File: src/rtl/axi4_protocol_monitor_if.sv
// AXI4 channel bundle (handshakes plus the payload fields the protocol monitor observes).
// Masters and slaves use the matching modports; the monitor modport only listens.
interface axi4_protocol_monitor_if #(
    parameter int ID_WIDTH   = 4,
    parameter int ADDR_WIDTH = 32,
    parameter int DATA_WIDTH = 32
);
    logic                    AWVALID;
    logic                    AWREADY;
    logic [ID_WIDTH-1:0]     AWID;
    logic [ADDR_WIDTH-1:0]   AWADDR;
    logic [7:0]              AWLEN;
    logic [2:0]              AWSIZE;
    logic [1:0]              AWBURST;
    logic                    WVALID;
    logic                    WREADY;
    logic [DATA_WIDTH-1:0]   WDATA;
    logic [DATA_WIDTH/8-1:0] WSTRB;
    logic                    WLAST;
    logic                    BVALID;
    logic                    BREADY;
    logic                    ARVALID;
    logic                    ARREADY;
    logic [ID_WIDTH-1:0]     ARID;
    logic [ADDR_WIDTH-1:0]   ARADDR;
    logic [7:0]              ARLEN;
    logic [2:0]              ARSIZE;
    logic [1:0]              ARBURST;
    logic                    RVALID;
    logic                    RREADY;
    logic                    RLAST;

    modport master (
        output AWVALID, AWID, AWADDR, AWLEN, AWSIZE, AWBURST,
        output WVALID, WDATA, WSTRB, WLAST, BREADY,
        output ARVALID, ARID, ARADDR, ARLEN, ARSIZE, ARBURST, RREADY,
        input  AWREADY, WREADY, BVALID, ARREADY, RVALID, RLAST
    );

    modport slave (
        input  AWVALID, AWID, AWADDR, AWLEN, AWSIZE, AWBURST,
        input  WVALID, WDATA, WSTRB, WLAST, BREADY,
        input  ARVALID, ARID, ARADDR, ARLEN, ARSIZE, ARBURST, RREADY,
        output AWREADY, WREADY, BVALID, ARREADY, RVALID, RLAST
    );

    modport monitor (
        input AWVALID, AWREADY, AWID, AWADDR, AWLEN, AWSIZE, AWBURST,
        input WVALID, WREADY, WDATA, WSTRB, WLAST, BVALID, BREADY,
        input ARVALID, ARREADY, ARID, ARADDR, ARLEN, ARSIZE, ARBURST,
        input RVALID, RREADY, RLAST
    );
endinterface

File: src/rtl/axi4_protocol_monitor.sv
// Passive AXI4 protocol checker: tracks outstanding bursts per direction and reports
// rule violations as a registered one-cycle pulse plus a sticky status vector.
module axi4_protocol_monitor #(
    parameter int ID_WIDTH        = 4,
    parameter int ADDR_WIDTH      = 32,
    parameter int DATA_WIDTH      = 32,
    parameter int MAX_OUTSTANDING = 8,
    parameter int MAX_BURST_LEN   = 16,
    localparam int CW = $clog2(MAX_OUTSTANDING) + 1
) (
    input  logic                      clock,
    input  logic                      reset,
    input  logic                      enable,
    input  logic                      clear_status,
    axi4_protocol_monitor_if.monitor  bus,
    output logic                      err_valid,
    output logic [3:0]                err_code,
    output logic [12:0]               err_status,
    output logic [CW-1:0]             wr_outstanding,
    output logic [CW-1:0]             rd_outstanding
);
    localparam int PW = $clog2(MAX_OUTSTANDING);
    localparam logic [CW-1:0] FULL = CW'(MAX_OUTSTANDING);

    logic [7:0]              awFifo [MAX_OUTSTANDING];
    logic [7:0]              arFifo [MAX_OUTSTANDING];
    logic [PW-1:0]           awWrPtr, awRdPtr, arWrPtr, arRdPtr;
    logic [CW-1:0]           awCount, wrDone;
    logic [7:0]              wBeat, rBeat;
    logic                    armed;
    logic                    prevAwWait, prevWWait, prevArWait;
    logic [ID_WIDTH-1:0]     prevAwId, prevArId;
    logic [ADDR_WIDTH-1:0]   prevAwAddr, prevArAddr;
    logic [7:0]              prevAwLen, prevArLen;
    logic [2:0]              prevAwSize, prevArSize;
    logic [1:0]              prevAwBurst, prevArBurst;
    logic [DATA_WIDTH-1:0]   prevWData;
    logic [DATA_WIDTH/8-1:0] prevWStrb;
    logic                    prevWLast;

    logic        awHs, wHs, bHs, arHs, rHs, awPush, arPush;
    logic        wHasBurst, rHasBurst, wPop, rPop;
    logic [7:0]  wHeadLen, rHeadLen;
    logic [20:0] awEnd, arEnd;
    logic [12:0] viol, v;
    logic [3:0]  lowIdx;

    // Same-cycle address handshakes feed the data channel directly when the FIFO is empty.
    always_comb begin
        awHs      = bus.AWVALID && bus.AWREADY;
        wHs       = bus.WVALID && bus.WREADY;
        bHs       = bus.BVALID && bus.BREADY;
        arHs      = bus.ARVALID && bus.ARREADY;
        rHs       = bus.RVALID && bus.RREADY;
        awPush    = awHs && (wr_outstanding != FULL);
        arPush    = arHs && (rd_outstanding != FULL);
        wHeadLen  = (awCount == '0) ? bus.AWLEN : awFifo[awRdPtr];
        rHeadLen  = (rd_outstanding == '0) ? bus.ARLEN : arFifo[arRdPtr];
        wHasBurst = (awCount != '0) || awPush;
        rHasBurst = (rd_outstanding != '0) || arPush;
        wPop      = wHs && wHasBurst && (wBeat == wHeadLen);
        rPop      = rHs && rHasBurst && (bus.RLAST || (rBeat == rHeadLen));
        awEnd     = 21'(bus.AWADDR[11:0]) + ((21'(bus.AWLEN) + 21'd1) << bus.AWSIZE);
        arEnd     = 21'(bus.ARADDR[11:0]) + ((21'(bus.ARLEN) + 21'd1) << bus.ARSIZE);

        viol     = '0;
        viol[0]  = prevAwWait && (!bus.AWVALID || bus.AWID != prevAwId || bus.AWADDR != prevAwAddr
                   || bus.AWLEN != prevAwLen || bus.AWSIZE != prevAwSize || bus.AWBURST != prevAwBurst);
        viol[1]  = prevWWait && (!bus.WVALID || bus.WDATA != prevWData || bus.WSTRB != prevWStrb
                   || bus.WLAST != prevWLast);
        viol[2]  = prevArWait && (!bus.ARVALID || bus.ARID != prevArId || bus.ARADDR != prevArAddr
                   || bus.ARLEN != prevArLen || bus.ARSIZE != prevArSize || bus.ARBURST != prevArBurst);
        viol[3]  = bus.AWVALID && (({1'b0, bus.AWLEN} + 9'd1) > 9'(MAX_BURST_LEN));
        viol[4]  = bus.ARVALID && (({1'b0, bus.ARLEN} + 9'd1) > 9'(MAX_BURST_LEN));
        viol[5]  = wHs && wHasBurst && bus.WLAST && (wBeat < wHeadLen);
        viol[6]  = wHs && wHasBurst && !bus.WLAST && (wBeat == wHeadLen);
        viol[7]  = wHs && (awCount == '0) && !awHs;
        viol[8]  = bHs && (wrDone == '0);
        viol[9]  = rHs && (rd_outstanding == '0) && !arHs;
        viol[10] = rHs && rHasBurst && (bus.RLAST != (rBeat == rHeadLen));
        viol[11] = (awHs && (wr_outstanding == FULL)) || (arHs && (rd_outstanding == FULL));
        viol[12] = (bus.AWVALID && bus.AWBURST == 2'b01 && awEnd > 21'd4096)
                || (bus.ARVALID && bus.ARBURST == 2'b01 && arEnd > 21'd4096);
        v        = armed ? viol : '0;

        lowIdx = 4'd0;
        for (int i = 12; i >= 0; i--) begin
            if (v[i]) lowIdx = 4'(i);
        end
    end

    // wr_outstanding only drops on a B that matches a completed burst, so it always
    // equals queued bursts plus bursts awaiting their response.
    always_ff @(posedge clock) begin
        if (reset) begin
            awWrPtr <= '0; awRdPtr <= '0; arWrPtr <= '0; arRdPtr <= '0;
            awCount <= '0; wrDone <= '0; wBeat <= '0; rBeat <= '0;
            armed <= 1'b0;
            prevAwWait <= 1'b0; prevWWait <= 1'b0; prevArWait <= 1'b0;
            prevAwId <= '0; prevAwAddr <= '0; prevAwLen <= '0; prevAwSize <= '0; prevAwBurst <= '0;
            prevArId <= '0; prevArAddr <= '0; prevArLen <= '0; prevArSize <= '0; prevArBurst <= '0;
            prevWData <= '0; prevWStrb <= '0; prevWLast <= 1'b0;
            err_valid <= 1'b0; err_code <= '0; err_status <= '0;
            wr_outstanding <= '0; rd_outstanding <= '0;
        end else begin
            armed      <= 1'b1;
            prevAwWait <= bus.AWVALID && !bus.AWREADY;
            prevWWait  <= bus.WVALID && !bus.WREADY;
            prevArWait <= bus.ARVALID && !bus.ARREADY;
            prevAwId   <= bus.AWID;   prevAwAddr <= bus.AWADDR; prevAwLen <= bus.AWLEN;
            prevAwSize <= bus.AWSIZE; prevAwBurst <= bus.AWBURST;
            prevArId   <= bus.ARID;   prevArAddr <= bus.ARADDR; prevArLen <= bus.ARLEN;
            prevArSize <= bus.ARSIZE; prevArBurst <= bus.ARBURST;
            prevWData  <= bus.WDATA;  prevWStrb <= bus.WSTRB;   prevWLast <= bus.WLAST;

            if (awPush) begin
                awFifo[awWrPtr] <= bus.AWLEN;
                awWrPtr <= awWrPtr + PW'(1);
            end
            if (wPop) awRdPtr <= awRdPtr + PW'(1);
            awCount <= awCount + CW'(awPush) - CW'(wPop);
            if (wHs && wHasBurst) wBeat <= wPop ? 8'd0 : wBeat + 8'd1;
            wrDone <= wrDone + CW'(wPop) - CW'(bHs && (wrDone != '0));
            wr_outstanding <= wr_outstanding + CW'(awPush) - CW'(bHs && (wrDone != '0));

            if (arPush) begin
                arFifo[arWrPtr] <= bus.ARLEN;
                arWrPtr <= arWrPtr + PW'(1);
            end
            if (rPop) arRdPtr <= arRdPtr + PW'(1);
            if (rHs && rHasBurst) rBeat <= rPop ? 8'd0 : rBeat + 8'd1;
            rd_outstanding <= rd_outstanding + CW'(arPush) - CW'(rPop);

            err_valid <= enable && (|v);
            err_code  <= lowIdx;
            if (clear_status)
                err_status <= '0;
            else if (enable)
                err_status <= err_status | v;
        end
    end
endmodule

File: src/flat_wrapper.sv
// flat-port wrapper written by rule: the top's interface ports become plain ports
module axi4_protocol_monitor_flat 
#(
    parameter int ID_WIDTH        = 4,
    parameter int ADDR_WIDTH      = 32,
    parameter int DATA_WIDTH      = 32,
    parameter int MAX_OUTSTANDING = 8,
    parameter int MAX_BURST_LEN   = 16,
    localparam int CW = $clog2(MAX_OUTSTANDING) + 1
)
  (clock, reset, enable, clear_status, err_valid, err_code, err_status, wr_outstanding, rd_outstanding, bus_AWVALID, bus_AWREADY, bus_AWID, bus_AWADDR, bus_AWLEN, bus_AWSIZE, bus_AWBURST, bus_WVALID, bus_WREADY, bus_WDATA, bus_WSTRB, bus_WLAST, bus_BVALID, bus_BREADY, bus_ARVALID, bus_ARREADY, bus_ARID, bus_ARADDR, bus_ARLEN, bus_ARSIZE, bus_ARBURST, bus_RVALID, bus_RREADY, bus_RLAST);
  axi4_protocol_monitor_if #(.ID_WIDTH(ID_WIDTH), .ADDR_WIDTH(ADDR_WIDTH), .DATA_WIDTH(DATA_WIDTH)) bus_i ();
  input  logic clock;
  input  logic reset;
  input  logic enable;
  input  logic clear_status;
  output logic err_valid;
  output logic [3:0] err_code;
  output logic [12:0] err_status;
  output logic [CW-1:0] wr_outstanding;
  output logic [CW-1:0] rd_outstanding;
  input wire logic [$bits(bus_i.AWVALID)-1:0] bus_AWVALID;
  input wire logic [$bits(bus_i.AWREADY)-1:0] bus_AWREADY;
  input wire logic [$bits(bus_i.AWID)-1:0] bus_AWID;
  input wire logic [$bits(bus_i.AWADDR)-1:0] bus_AWADDR;
  input wire logic [$bits(bus_i.AWLEN)-1:0] bus_AWLEN;
  input wire logic [$bits(bus_i.AWSIZE)-1:0] bus_AWSIZE;
  input wire logic [$bits(bus_i.AWBURST)-1:0] bus_AWBURST;
  input wire logic [$bits(bus_i.WVALID)-1:0] bus_WVALID;
  input wire logic [$bits(bus_i.WREADY)-1:0] bus_WREADY;
  input wire logic [$bits(bus_i.WDATA)-1:0] bus_WDATA;
  input wire logic [$bits(bus_i.WSTRB)-1:0] bus_WSTRB;
  input wire logic [$bits(bus_i.WLAST)-1:0] bus_WLAST;
  input wire logic [$bits(bus_i.BVALID)-1:0] bus_BVALID;
  input wire logic [$bits(bus_i.BREADY)-1:0] bus_BREADY;
  input wire logic [$bits(bus_i.ARVALID)-1:0] bus_ARVALID;
  input wire logic [$bits(bus_i.ARREADY)-1:0] bus_ARREADY;
  input wire logic [$bits(bus_i.ARID)-1:0] bus_ARID;
  input wire logic [$bits(bus_i.ARADDR)-1:0] bus_ARADDR;
  input wire logic [$bits(bus_i.ARLEN)-1:0] bus_ARLEN;
  input wire logic [$bits(bus_i.ARSIZE)-1:0] bus_ARSIZE;
  input wire logic [$bits(bus_i.ARBURST)-1:0] bus_ARBURST;
  input wire logic [$bits(bus_i.RVALID)-1:0] bus_RVALID;
  input wire logic [$bits(bus_i.RREADY)-1:0] bus_RREADY;
  input wire logic [$bits(bus_i.RLAST)-1:0] bus_RLAST;
  assign bus_i.AWVALID = bus_AWVALID;
  assign bus_i.AWREADY = bus_AWREADY;
  assign bus_i.AWID = bus_AWID;
  assign bus_i.AWADDR = bus_AWADDR;
  assign bus_i.AWLEN = bus_AWLEN;
  assign bus_i.AWSIZE = bus_AWSIZE;
  assign bus_i.AWBURST = bus_AWBURST;
  assign bus_i.WVALID = bus_WVALID;
  assign bus_i.WREADY = bus_WREADY;
  assign bus_i.WDATA = bus_WDATA;
  assign bus_i.WSTRB = bus_WSTRB;
  assign bus_i.WLAST = bus_WLAST;
  assign bus_i.BVALID = bus_BVALID;
  assign bus_i.BREADY = bus_BREADY;
  assign bus_i.ARVALID = bus_ARVALID;
  assign bus_i.ARREADY = bus_ARREADY;
  assign bus_i.ARID = bus_ARID;
  assign bus_i.ARADDR = bus_ARADDR;
  assign bus_i.ARLEN = bus_ARLEN;
  assign bus_i.ARSIZE = bus_ARSIZE;
  assign bus_i.ARBURST = bus_ARBURST;
  assign bus_i.RVALID = bus_RVALID;
  assign bus_i.RREADY = bus_RREADY;
  assign bus_i.RLAST = bus_RLAST;
  axi4_protocol_monitor #(.ID_WIDTH(ID_WIDTH), .ADDR_WIDTH(ADDR_WIDTH), .DATA_WIDTH(DATA_WIDTH), .MAX_OUTSTANDING(MAX_OUTSTANDING), .MAX_BURST_LEN(MAX_BURST_LEN)) u_core (.clock(clock), .reset(reset), .enable(enable), .clear_status(clear_status), .bus(bus_i), .err_valid(err_valid), .err_code(err_code), .err_status(err_status), .wr_outstanding(wr_outstanding), .rd_outstanding(rd_outstanding));
endmodule
File: config.mk
export PLATFORM = sky130hd
export DESIGN_NAME = axi4_protocol_monitor_flat
export DESIGN_NICKNAME = d
export VERILOG_FILES = /design/src/rtl/axi4_protocol_monitor_if.sv /design/src/rtl/axi4_protocol_monitor.sv /design/src/flat_wrapper.sv
export SDC_FILE = /design/constraint.sdc
export NUM_CORES = 1
export LEC_CHECK = 0
export ABC_AREA = 1
export CORE_MARGIN = 4
export CORE_UTILIZATION = 62
export CTS_CLUSTER_DIAMETER = 150
export DETAILED_ROUTE_END_ITERATION = 12
export HOLD_SLACK_MARGIN = 0.15
export PLACE_DENSITY_LB_ADDON = 0.25
export SLEW_MARGIN = 10
export SYNTH_ARGS = -nofsm -noshare
export SYNTH_HDL_FRONTEND = slang
export SYNTH_SLANG_ARGS = --single-unit
File: constraint.sdc
create_clock -name clock -period 6.6 [get_ports clock]
set_clock_uncertainty 0.2 [all_clocks]
set_input_delay 1.65 -clock clock [delete_from_list [all_inputs] [get_ports clock]]
set_output_delay 1.65 -clock clock [all_outputs]
set_load 0.005 [all_outputs]
==> results_dict.tcl <==
set metrics [dict create \
    syn_nets 2212 \
    p_comb_share_pct 20.7 \
    synth_area_mm2 0.0166 \
    cp_top_family "simple AND/OR/NAND/NOR gates" \
    layout.nets 2386 \
    min_from "u_core.err_status[11]$_SDFFE_PP0P_" \
    whs_path_depth 2 \
    wl_mm 42.8 \
    syn_area_per_cell_um2 8.34 \
    cts_buffer_depth 3 \
    fmaxAchievable_mhz 178 \
    peakVddDrop_uv 226 \
    drv_slew 0 \
    postLayoutCoreUtil_pct 75.6 \
    cpMostUsedCell "nand2_1" \
    r2r_end "u_core.rd_outstanding[3]$_SDFF_PP0_" \
    cp_slowest_stage_delay_ns 0.77 \
    cpMaxStageDelayCell "clkdlybuf4s50_1" \
    clkTransAtPathRegs_ns 0.06 \
    clkLatencyLatePin_ns 0.52 \
    drt-wirelength-per-cell_um 16.9 \
    sw_frac_of_total_pct 28.4 \
    io_pins 176 \
    final_cell_area_mm2 0.0198 \
    cts.sinks 335 \
    place_area_mm2 0.0187 \
    cts_resized 0 \
    synthFlopType "dfxtp_1" \
    multi_input_area_mm2 0.00716 \
    finalSetupViolCount 0 \
    crit_fanout 10 \
    end_kind "flop" \
    drc_errors 0 \
    cts_setup_buffers 0 \
    grt_usage_pct 28.4 \
    rsz0062_at_grt "no" \
    cts_made_buffers 36 \
    gr-total-overflow 0 \
    drt_iter0_markers 1414 \
    arrival_ns 5.84 \
    regArea_mm2 0.00799 \
    leakage_nw 8.45 \
    hpwl_mm 31.3 \
    setup-tns-final_ns 0 \
    synth_warnings 0 \
    final_cell_mix "324 x inv_1, 276 x nand2_1, 251 x nor2_1" \
    layout_commonest_cell "inv_1" \
    grt_pass1_vias 13900 \
    via_per_inst 5.62 \
    r2r_cells 17 \
    internal_power_w 0.00388 \
    clock_power_share_pct 36.5 \
    synthArstFlopShare_pct 0 \
    cts_tree "done" \
    hold_viol 0 \
    rows 59 \
    coreArea_mm2 0.0262 \
    start_util_pct 63.3 \
    vias 14200 \
    portBuffers 175 \
    cts_hold_buffers 0 \
    slew_headroom_pct 17.2 \
    syn_inst 1990 \
    die_area_mm2 0.0294 \
    synth-seq-cells 335 \
    die_y_um 172 \
    drt_pass1_iterations 6 \
    fin_crit_sh_pct 85.2 \
    antenna_found_initial 1 \
    p_switching_w 0.00154 \
    grt_pass1_wl_mm 67.4 \
    syn_to_final_growth_pct 19.5 \
    seqPwrFrac_pct 42.7 \
    globalplace.congestion 0.971 \
    synth-edff-count 128 \
    die_x_um 172 \
    crit_type "in -> reg" \
    worst_pin_slew_ns 1.23 \
    power_w 0.00542 \
    drive_gt1_share_pct 4.75 \
    hold_class "reg -> reg" \
    timing.hold.ws_ns 0.252 \
    required_ns 6.82 \
    ant_nets 0 \
    max_cap_violations 0 \
    cp_num_buf_inv 3 \
    status "completed" \
    worstSetupStartpointType "primary input" \
    grt_max_degree 89 \
    cts_root_buffer "clkbuf_16" \
    h-tree-depth 2 \
    rrSetupSlack_ns 2.06 \
    synth_cell_types 49 \
    period_minus_slack_ns 5.62 \
    fillCellCount 1861 \
    ys_seq_area_share_pct 48.1 \
    hold_end "u_core.err_status[11]$_SDFFE_PP0P_" \
    power_density_mw_per_mm2 273 \
]
-- routing by layer --
layer / vias up / GRT usage (%) / part of all wire [%]
li1: 6933 / - / -
met1: 6626 / 38.2 / 44
met2: 548 / 47.3 / 46
met3: 99 / 5.26 / 7.6
met4: 0 / 8.44 / 2.6
met5: - / 0 / 0
-- sequential cells by signal, indices dropped and copies added (netlist names), 13 cells and up, named ones only --
register,flops
u_core.arFifo,64
u_core.awFifo,64
u_core.prevArAddr,32
u_core.prevAwAddr,32
u_core.prevWData,32
u_core.err_status,13
-- cell usage after synthesis, types with 7 or more instances --
cell type  count  share of area [%]
o22ai_1       23               0.87
a211oi_1       7               0.32
o211ai_1      34                1.5
xor2_1        52                2.7
inv_1        324                7.3
a221oi_1       7               0.37
nand2_1      276                6.2
nor2_1       251                5.7
or2_2          9               0.34
nand4_1       20               0.75
nor3b_1        8               0.36
nor4_1        22               0.83
clkbuf_1      46                1.0
nand3_1      113                3.4
mux2i_1       38                2.3
xnor2_1       15               0.79
edfxtp_1     128                 23
a21oi_1       95                2.9
a22o_1         7               0.37
ha_1          66                5.0
o21ai_0      141                4.3
nor3_1        34                1.0
dfxtp_1      207                 25
-- worst register-to-register path, delay by kind of cell (launching register included) --
family / cells / cell delay, ns
AO/OA/AOI/OAI: 5 / 1.03
XOR/XNOR: 1 / 0.10
adder cells (fa/ha/maj): 3 / 0.78
buffers and inverters: 2 / 0.53
flip-flops: 1 / 0.77
AND/OR/NAND/NOR: 6 / 1.07
-- through the flow --
stage | instances | setup slack [ns]
after global routing | 2527 | 0.635
after CTS | 2526 | 1.08
final | 2527 | 0.977
after global placement | 2461 | 0.686
after detailed placement | 2461 | 0.635
after floorplan | 1990 | 2.07
-- cell type report --
class	instances	area share, %
clock buffer	50	5.02
inverter	328	6.21
sequential	335	40.3
clock inverter	15	0.802
multi-input combinational	1273	36.1
antenna	1	0.0126
timing repair buffer	190	9.39
tap	335	2.11
-- power by group through the flow --
stage	Clock [W]	Sequential (W)	Combinational, W
2_1_floorplan	0	0.00234	0.000718
3_3_place_gp	0	0.00235	0.00104
3_5_place_dp	0	0.00236	0.00109
4_1_cts	0.00200	0.00231	0.00111
5_1_grt	0.00209	0.00232	0.00125
6_report	0.00198	0.00231	0.00112
-- kinds of logic after synthesis --
logic type | count (synthesis) | share of synthesized area [%]
XOR/XNOR | 67 | 3.54
multiplexers | 38 | 2.29
buffers and inverters | 382 | 8.70
AND/OR/NAND/NOR | 760 | 20.0
flip-flops | 335 | 48.1
adder cells (fa/ha/maj) | 72 | 5.70
AO/OA/AOI/OAI | 336 | 11.7
-- worst max-delay path by stage --
| stage | startpoint | to | cells past startpoint |
|---|---|---|---|
| floorplan | bus_AWLEN[0] | u_core.err_valid$_SDFF_PP0_ | 26 |
| global placement | bus_ARLEN[0] | u_core.err_valid$_SDFF_PP0_ | 27 |
| detailed placement | bus_ARLEN[0] | u_core.err_valid$_SDFF_PP0_ | 27 |
| CTS | bus_ARLEN[0] | u_core.err_valid$_SDFF_PP0_ | 27 |
| global route | bus_ARLEN[0] | u_core.err_valid$_SDFF_PP0_ | 27 |
| finish | bus_ARLEN[0] | u_core.err_valid$_SDFF_PP0_ | 27 |
(Power assumes the default switching activity.)
